<file path="src/rtl/pll_phase_pkg.sv">
// Shared types and constants for the PLL dynamic phase-shift controller.
package pll_phase_pkg;

  typedef enum logic [2:0] {
    ST_IDLE,
    ST_SETUP,
    ST_PULSE,
    ST_GAP,
    ST_LOCKWAIT,
    ST_DONE
  } state_t;

  localparam logic [1:0] ERR_OK   = 2'd0;
  localparam logic [1:0] ERR_CH   = 2'd1;
  localparam logic [1:0] ERR_LOST = 2'd2;
  localparam logic [1:0] ERR_TO   = 2'd3;

  // Cycles PHASE_SEL/PHASE_DIR settle before the first step pulse.
  localparam int SETUP_CYC = 2;

endpackage

</file>
<file path="src/rtl/pll_phase_pos.sv">
// Wrapping up/down phase position counter, modulo PHASE_MOD.
module pll_phase_pos
  import pll_phase_pkg::*;
#(
  parameter int PHASE_MOD = 40
) (
  input  logic       clk,
  input  logic       rst_n,
  input  logic       step_en,
  input  logic       dir,
  output logic [7:0] pos
);

  localparam logic [7:0] POS_MAX = 8'(PHASE_MOD - 1);

  // Advance or retard the position by one step, wrapping at the period ends.
  always_ff @(posedge clk or negedge rst_n) begin
    if (!rst_n) begin
      pos <= '0;
    end else if (step_en) begin
      if (dir) pos <= (pos == POS_MAX) ? 8'd0 : pos + 8'd1;
      else     pos <= (pos == 8'd0) ? POS_MAX : pos - 8'd1;
    end
  end

endmodule

</file>
<file path="src/rtl/pll_phase_ctrl.sv">
// Run-time phase-shift controller for the GTP_PLL_E3 dynamic phase port.
// Optional feature macro: PLL_PHASE_POS_TRACK_EN builds per-channel phase
// position tracking; without it pos reads as all zeros.
//
// state    | meaning
// ---------+--------------------------------------------------------------
// IDLE     | ready for a request
// SETUP    | PHASE_SEL/PHASE_DIR driven, settling before first step
// PULSE    | PHASE_STEP_N low for one step
// GAP      | PHASE_STEP_N high between steps
// LOCKWAIT | all steps issued, waiting for PLL re-lock or timeout
// DONE     | one-cycle completion pulse, err updated
module pll_phase_ctrl
  import pll_phase_pkg::*;
#(
  parameter int NUM_CH    = 5,
  parameter int STEP_W    = 8,
  parameter int PULSE_CYC = 2,
  parameter int GAP_CYC   = 4,
  parameter int LOCK_TO   = 1024,
  parameter int PHASE_MOD = 40
) (
  input  logic                clk,
  input  logic                rst_n,
  input  logic                req_valid,
  output logic                req_ready,
  input  logic [2:0]          req_ch,
  input  logic                req_dir,
  input  logic [STEP_W-1:0]   req_steps,
  input  logic                pll_lock,
  output logic [2:0]          phase_sel,
  output logic                phase_dir,
  output logic                phase_step_n,
  output logic                busy,
  output logic                done,
  output logic [1:0]          err,
  output logic [NUM_CH*8-1:0] pos
);

  localparam int TMR_MAX_A = (LOCK_TO > PULSE_CYC) ? LOCK_TO : PULSE_CYC;
  localparam int TMR_MAX_B = (GAP_CYC > SETUP_CYC) ? GAP_CYC : SETUP_CYC;
  localparam int TMR_MAX   = (TMR_MAX_A > TMR_MAX_B) ? TMR_MAX_A : TMR_MAX_B;
  localparam int TMR_W     = $clog2(TMR_MAX + 1);

  state_t              state, state_nx;
  logic [TMR_W-1:0]    tmr, tmr_nx;
  logic [STEP_W-1:0]   steps_left, steps_left_nx;
  logic [2:0]          sel_nx;
  logic                dir_nx;
  logic [1:0]          err_nx;
  logic                tmr_zero;

  assign tmr_zero = (tmr == '0);

  // Next-state, timer reload and request latching; outputs are registered
  // from the next state so nothing reaches a port combinationally.
  always_comb begin
    state_nx      = state;
    tmr_nx        = tmr;
    steps_left_nx = steps_left;
    sel_nx        = phase_sel;
    dir_nx        = phase_dir;
    err_nx        = err;
    case (state)
      ST_IDLE: begin
        if (req_valid && req_ready) begin
          sel_nx        = req_ch;
          dir_nx        = req_dir;
          steps_left_nx = req_steps;
          if (int'(req_ch) >= NUM_CH) begin
            state_nx = ST_DONE;
            err_nx   = ERR_CH;
          end else if (req_steps == '0) begin
            state_nx = ST_DONE;
            err_nx   = ERR_OK;
          end else begin
            state_nx = ST_SETUP;
            tmr_nx   = TMR_W'(SETUP_CYC - 1);
          end
        end
      end
      ST_SETUP: begin
        if (tmr_zero) begin
          state_nx = ST_PULSE;
          tmr_nx   = TMR_W'(PULSE_CYC - 1);
        end else begin
          tmr_nx = tmr - TMR_W'(1);
        end
      end
      ST_PULSE: begin
        // A step that has started counts even if lock drops during it.
        if (!pll_lock) begin
          steps_left_nx = steps_left - STEP_W'(1);
          state_nx      = ST_DONE;
          err_nx        = ERR_LOST;
        end else if (tmr_zero) begin
          steps_left_nx = steps_left - STEP_W'(1);
          state_nx      = ST_GAP;
          tmr_nx        = TMR_W'(GAP_CYC - 1);
        end else begin
          tmr_nx = tmr - TMR_W'(1);
        end
      end
      ST_GAP: begin
        if (!pll_lock) begin
          state_nx = ST_DONE;
          err_nx   = ERR_LOST;
        end else if (tmr_zero) begin
          if (steps_left != '0) begin
            state_nx = ST_PULSE;
            tmr_nx   = TMR_W'(PULSE_CYC - 1);
          end else begin
            state_nx = ST_LOCKWAIT;
            tmr_nx   = TMR_W'(LOCK_TO - 1);
          end
        end else begin
          tmr_nx = tmr - TMR_W'(1);
        end
      end
      ST_LOCKWAIT: begin
        if (pll_lock) begin
          state_nx = ST_DONE;
          err_nx   = ERR_OK;
        end else if (tmr_zero) begin
          state_nx = ST_DONE;
          err_nx   = ERR_TO;
        end else begin
          tmr_nx = tmr - TMR_W'(1);
        end
      end
      ST_DONE: state_nx = ST_IDLE;
      default: state_nx = ST_IDLE;
    endcase
  end

  // State register and registered outputs.
  always_ff @(posedge clk or negedge rst_n) begin
    if (!rst_n) begin
      state        <= ST_IDLE;
      tmr          <= '0;
      steps_left   <= '0;
      phase_sel    <= '0;
      phase_dir    <= 1'b0;
      phase_step_n <= 1'b1;
      busy         <= 1'b0;
      req_ready    <= 1'b1;
      done         <= 1'b0;
      err          <= ERR_OK;
    end else begin
      state        <= state_nx;
      tmr          <= tmr_nx;
      steps_left   <= steps_left_nx;
      phase_sel    <= sel_nx;
      phase_dir    <= dir_nx;
      phase_step_n <= (state_nx != ST_PULSE);
      busy         <= (state_nx != ST_IDLE);
      req_ready    <= (state_nx == ST_IDLE);
      done         <= (state_nx == ST_DONE);
      err          <= err_nx;
    end
  end

`ifdef PLL_PHASE_POS_TRACK_EN
  logic pulse_exit;
  assign pulse_exit = (state == ST_PULSE) && (!pll_lock || tmr_zero);

  for (genvar i = 0; i < NUM_CH; i++) begin : g_pos
    pll_phase_pos #(.PHASE_MOD(PHASE_MOD)) u_pos (
      .clk    (clk),
      .rst_n  (rst_n),
      .step_en(pulse_exit && (phase_sel == 3'(i))),
      .dir    (phase_dir),
      .pos    (pos[8*i +: 8])
    );
  end
`else
  assign pos = '0;
`endif

endmodule

</file>
<file path="config.mk">
export PLATFORM = sky130hd
export DESIGN_NAME = pll_phase_ctrl
export DESIGN_NICKNAME = d
export VERILOG_FILES = /design/src/rtl/pll_phase_pkg.sv /design/src/rtl/pll_phase_pos.sv /design/src/rtl/pll_phase_ctrl.sv
export SDC_FILE = /design/constraint.sdc
export NUM_CORES = 1
export LEC_CHECK = 0
export ABC_AREA = 1
export CAP_MARGIN = 20
export CORE_MARGIN = 8
export CORE_UTILIZATION = 49
export DETAILED_ROUTE_END_ITERATION = 10
export HOLD_SLACK_MARGIN = 0.08
export PLACE_DENSITY = 0.81
export REMOVE_ABC_BUFFERS = 1
export SYNTH_ARGS = -nofsm -noshare
export SYNTH_HDL_FRONTEND = slang
export SYNTH_SLANG_ARGS = --single-unit
</file>
<file path="constraint.sdc">
create_clock -name clk -period 2.3 [get_ports clk]
set_input_delay 0.575 -clock clk [delete_from_list [all_inputs] [get_ports clk]]
set_output_delay 0.575 -clock clk [all_outputs]
set_load 0.05 [all_outputs]
</file>
After elaboration in Yosys (flattened, before gate mapping)
Index checks and enable logic that the tools add are counted.
{ "totals": {"ff_bits": 32, "input_bits": 16, "output_inout_bits": 50} }
{ "op_classes": {"n_addsub": 2, "magnitude_cmp": 1, "n_eq_ne": 17, "mux": 35, "n_reduce_logical": 15} }
{ "ops": {"columns": ["operator", "count"], "rows": [
  ["$mux W11", 10],
  ["$pmux W11 S5", 1],
  ["$mux W3", 11],
  ["$mux W8", 3],
  ["$ne A2 B2 Y1 const B", 8],
  ["$pmux W8 S2", 1],
  ["$pmux W3 S5", 1],
  ["$mux W2", 6],
  ["$logic_not A11 Y1", 1],
  ["$sub A11 B1 Y11 const B", 1],
  ["$mux W10", 1],
  ["$ne A3 B3 Y1 const B", 3],
  ["$logic_not A8 Y1", 1],
  ["$reduce_and A8 Y1", 1],
  ["$reduce_bool A8 Y1", 1],
  ["$sub A8 B1 Y8 const B", 1],
  ["$eq A3 B2 Y1 const B", 2],
  ["$eq A3 B3 Y1 const B", 2],
  ["$logic_not A3 Y1", 2],
  ["$pmux W2 S3", 1],
  ["$reduce_bool A3 Y1", 2],
  ["$reduce_and A5 Y1", 1],
  ["$reduce_bool A5 Y1", 1],
  ["$eq A3 B1 Y1 const B", 1],
  ["other kinds (7)", 7]
]} }

Depth between registers and ports, before layout
{ "logic_depth": {"depth_word": 6, "mapped_depth": 12} }

Worst setup path before layout
No wires, ideal clock.
{ "synth_timing": {"kind": "register to register", "start": "reg steps_left[0]", "end": "reg tmr[3]", "setup_ns": 0.065, "arrival_time_ns": 1.508, "t_required_ns": 2.235, "setup_slack_ns": 0.727, "path_stages_with_launch": 11, "n_path_buf": 0, "synth_period_minus_slack_ns": 1.573, "cell_sequence": "dfrtp_1 > inv_1 > ha_1 > inv_1 > nor2_1 > nand2_1 > nor2_1 > nand4_1 > o21ai_0 > nand2_1 > nand2_1"} }
{ "synth_via": {"elab_chain_cells": 5} }
{ "synth_lines": {"columns": ["item", "line_no", "rtl"], "rows": [
  ["start, declared", "pll_phase_ctrl.sv:47", "logic [STEP_W-1:0] steps_left, steps_left_nx;"],
  ["start signal, assigned", "pll_phase_ctrl.sv:152", "steps_left <= steps_left_nx;"],
  ["$reduce_bool A8 Y1", "pll_phase_ctrl.sv:109", "if (steps_left != '0) begin"],
  ["$mux W10", "pll_phase_ctrl.sv:109", null],
  ["$mux W11", "pll_phase_ctrl.sv:108", "end else if (tmr_zero) begin"],
  ["$mux W11", "pll_phase_ctrl.sv:105", "if (!pll_lock) begin"],
  ["$pmux W11 S5", "pll_phase_ctrl.sv:64", "case (state)"],
  ["end signal, assigned", "pll_phase_ctrl.sv:151", "tmr <= tmr_nx;"],
  ["end, declared", "pll_phase_ctrl.sv:46", "logic [TMR_W-1:0] tmr, tmr_nx;"]
]} }
Every way passes these cells. The select of a mux whose other input is x is not followed.
A chain may end at the register's enable or synchronous reset.

Final worst setup path
{ "layout_timing": {"start": "reg phase_step_n", "end": "out phase_step_n"} }
{ "layout_rtl": {"columns": ["item", "line_no", "rtl"], "rows": [
  ["start, declared", "pll_phase_ctrl.sv:33", "output logic phase_step_n,"],
  ["start signal, assigned", "pll_phase_ctrl.sv:155", "phase_step_n <= (state_nx != ST_PULSE);"]
]} }
No word-level cell between the ends.

==> qor.yml <==
status: "complete, no violations"
netlist.area_leader.share_pct: 30.9
yosys-top-cells-area: "dfrtp_1 (31%), nand2_1 (15%), buf_4 (12%)"
tritoncts: "built"
port_buffers: 25
n_antenna_cell: 0
yosysMostFrequentCell: "nand2_1"
r2r_start: "steps_left[0]"
num-nets-final: 367
areaGrowthSynthToFinish_pct: 10.9
grt-ovfl-total: 0
min_path_type: "reg2reg"
first_iter_violations: 137
worstPathRequired_ps: 1730
worst_slew_pin_slew_ps: 506
synth_commonest_cells: "nand2_1 (99), buf_4 (40), dfrtp_1 (30), nor2_1 (26)"
drc_errors: 0
syn_inst: 320
max-vdd-ir-drop_v: 0.000829
crit_type: "reg2out"
fin_crit_sh_pct: 94.4
finish.utilization_pct: 56.7
fmax_ghz: 0.461
crit_path_top_delay_cell: "clkdlybuf4s50_1"
path_delay_family: "buffers and inverters"
reg2regPathDepth: 10
crit_buf_inv: 1
cts-resized-gates: 0
start_kind: "flop"
synth_edf_count: 0
clk_latency_ps: 290
worstReg2RegEnd: "tmr[5]"
num_vias: 1991
crit_fanout: 1
finalClockSkew_ps: 9.88
async_reset_ff_share_pct: 100
cp-end-kind: "primary output"
dr.max_layer_used: "met4"
crit_chain: "clkdlybuf4s50_1"
wl_met2_mm: 2.32
synth_compound_area_share_pct: 8.08
clkTransAtPathRegs_ps: 60
slew_headroom_pct: 66.2
hold_path_depth: 2
met1Wirelength_mm: 2.39
worstPathArrival_ps: 1600
viasPerCell: 4.77
tns_ps: 0
track_usage_pct: 14.7
fp.dieArea_um2: 7470
layout-drive-gt1-share_pct: 15.4
post_cts_buffers: 0
cts-buffers-inserted: 5
synth_top_family_by_area: "simple AND/OR/NAND/NOR gates"
grt_max_degree: 33
dr_wl_met3_um: 488
r2r_setup_slack_ps: 280
dieHeight_um: 86.4
syn_avg_cell_area_um2: 7.59
finalCriticalPeriod_ps: 2170
clock_path_buffers: 2
leakagePower_nw: 1.38
rows: 25
hpwl_mm: 3.97
cts_hold_buf: 0
nFillCells: 451
drv_cap: 0
initial_utilization_pct: 51.1
ys_types: 31
routed_wl_mm: 5.26
cts_root_buf: "clkbuf_8"
first_global_vias: 1964
synth_mux_area_share_pct: 1.85
synth-xor-area-share_pct: 2.52
ys.flop_type: "dfrtp_1"
yosys_register_bits: 32
seq_area_frac_synth_pct: 33.1
yosys.area_share.adder_pct: 1.03
worstHoldEndpoint: "err[0]"
hold_path.startpoint: "err[0]"
netlist_area_um2: 2430
grt_antenna_before_repair: 0
ant_nets: 0
drv_slew: 0
wl_per_cell_um: 12.6
synth_top_area_cell: "dfrtp_1"
gp_congestion: 0.865
first_pass_iters: 4
htreeDepth: 2
rsz0062_at_grt: "no"
hold_violations: 0
grt_pass1_wl_mm: 8.91
cts_sinks: 32
ios: 66
synthSimpleGateAreaFrac_pct: 34.2
power_density_nw_per_um2: 1570
ys.warnings.count: 0
core_area_um2: 4750
die_x_um: 86.4
setup_viol: 0
cpPeakStageDelay_ps: 790
## worst max path at each step
stage	start	end	slack [ps]	depth (start not counted)
after global placement	req_ch[1]	tmr[4]	20	8
after detailed placement	req_ch[1]	tmr[5]	-40	8
after CTS	phase_step_n	phase_step_n	120	1
final	phase_step_n	phase_step_n	130	1
after global routing	steps_left[0]	tmr[5]	40	10
after floorplan	req_ready	tmr[3]	680	8
## per-stage QoR
step | worst slack, ps | hold WS, ps | area (µm²) | std cells | power, mW
after CTS | 117 | 496 | 2700 | 417 | 4.21
after global routing | 37.2 | 518 | 2700 | 417 | 4.57
after detailed placement | -36.1 | 480 | 2570 | 409 | 3.60
after floorplan | 677 | 279 | 2220 | 315 | 3.02
after global placement | 15.1 | 468 | 2570 | 409 | 3.55
final | 129 | 496 | 2700 | 417 | 4.23
## per-layer routing
| metal | vias up | GRT usage (%) |
|---|---|---|
| met4 | 0 | 4.69 |
| met5 | - | 0 |
| met3 | 5 | 4.44 |
| li1 | 991 | - |
| met2 | 98 | 23.1 |
| met1 | 897 | 18.8 |
## area by class of cell
cell class / count / area (µm²) / area share [%]
inverter: 27 / 109 / 4.04
sequential: 32 / 803 / 29.8
multi-input combinational: 256 / 1310 / 48.6
timing repair buffer: 27 / 263 / 9.75
tap: 67 / 83.8 / 3.11
clock buffer: 7 / 96.3 / 3.57
clock inverter: 1 / 30.0 / 1.11
## placed cells by master (no fill, tap or decap)
cell             Yosys  final
nand2_1             99     99
conb_1               1     40
dfrtp_1             30     30
nor2_1              26     26
clkdlybuf4s50_1      0     24
inv_1               20     20
o21ai_0             20     20
nand3_1             18     18
nand2_2              7      7
o21ai_2              7      7
clkbuf_8             0      7
nor2_4               5      5
xor2_1               5      5
inv_2                4      4
nand4_1              4      4
mux2_2               4      4
nand3_2              3      3
nand2_4              3      3
inv_4                3      3
buf_4               40      3
nor2_8               2      2
o21ai_1              2      2
xnor2_1              2      2
a21oi_1              2      2
ha_1                 2      2
dfstp_2              2      2
o211ai_1             1      1
a21boi_0             1      1
nand3_4              1      1
nand3b_4             1      1
nor2_2               1      1
bufinv_16            0      1
## logic make-up (layout without fill, tap and decap cells)
family	count (synthesis)	after routing
XOR/XNOR	7	7
multiplexers	4	4
AO/OA/AOI/OAI	33	33
buffers and inverters	71	62
adder cells (fa/ha/maj)	2	2
flip-flops	32	32
other	1	40
AND/OR/NAND/NOR	170	170
## power by group
group	total, mW	leakage [nW]	switching [mW]	internal, mW
Sequential	1.04	0.403	0.222	0.816
Clock	0.599	0.0645	0.217	0.382
Combinational	2.59	0.916	1.78	0.811
Total	4.23	1.38	2.22	2.01
## sequential cells by signal (all words and copies together) (netlist names)
name,count
done,1
busy,1
steps_left,8
phase_sel,3
tmr,11
phase_dir,1
req_ready,1
phase_step_n,1
err,2
state,3
(Power assumes the default switching activity.)
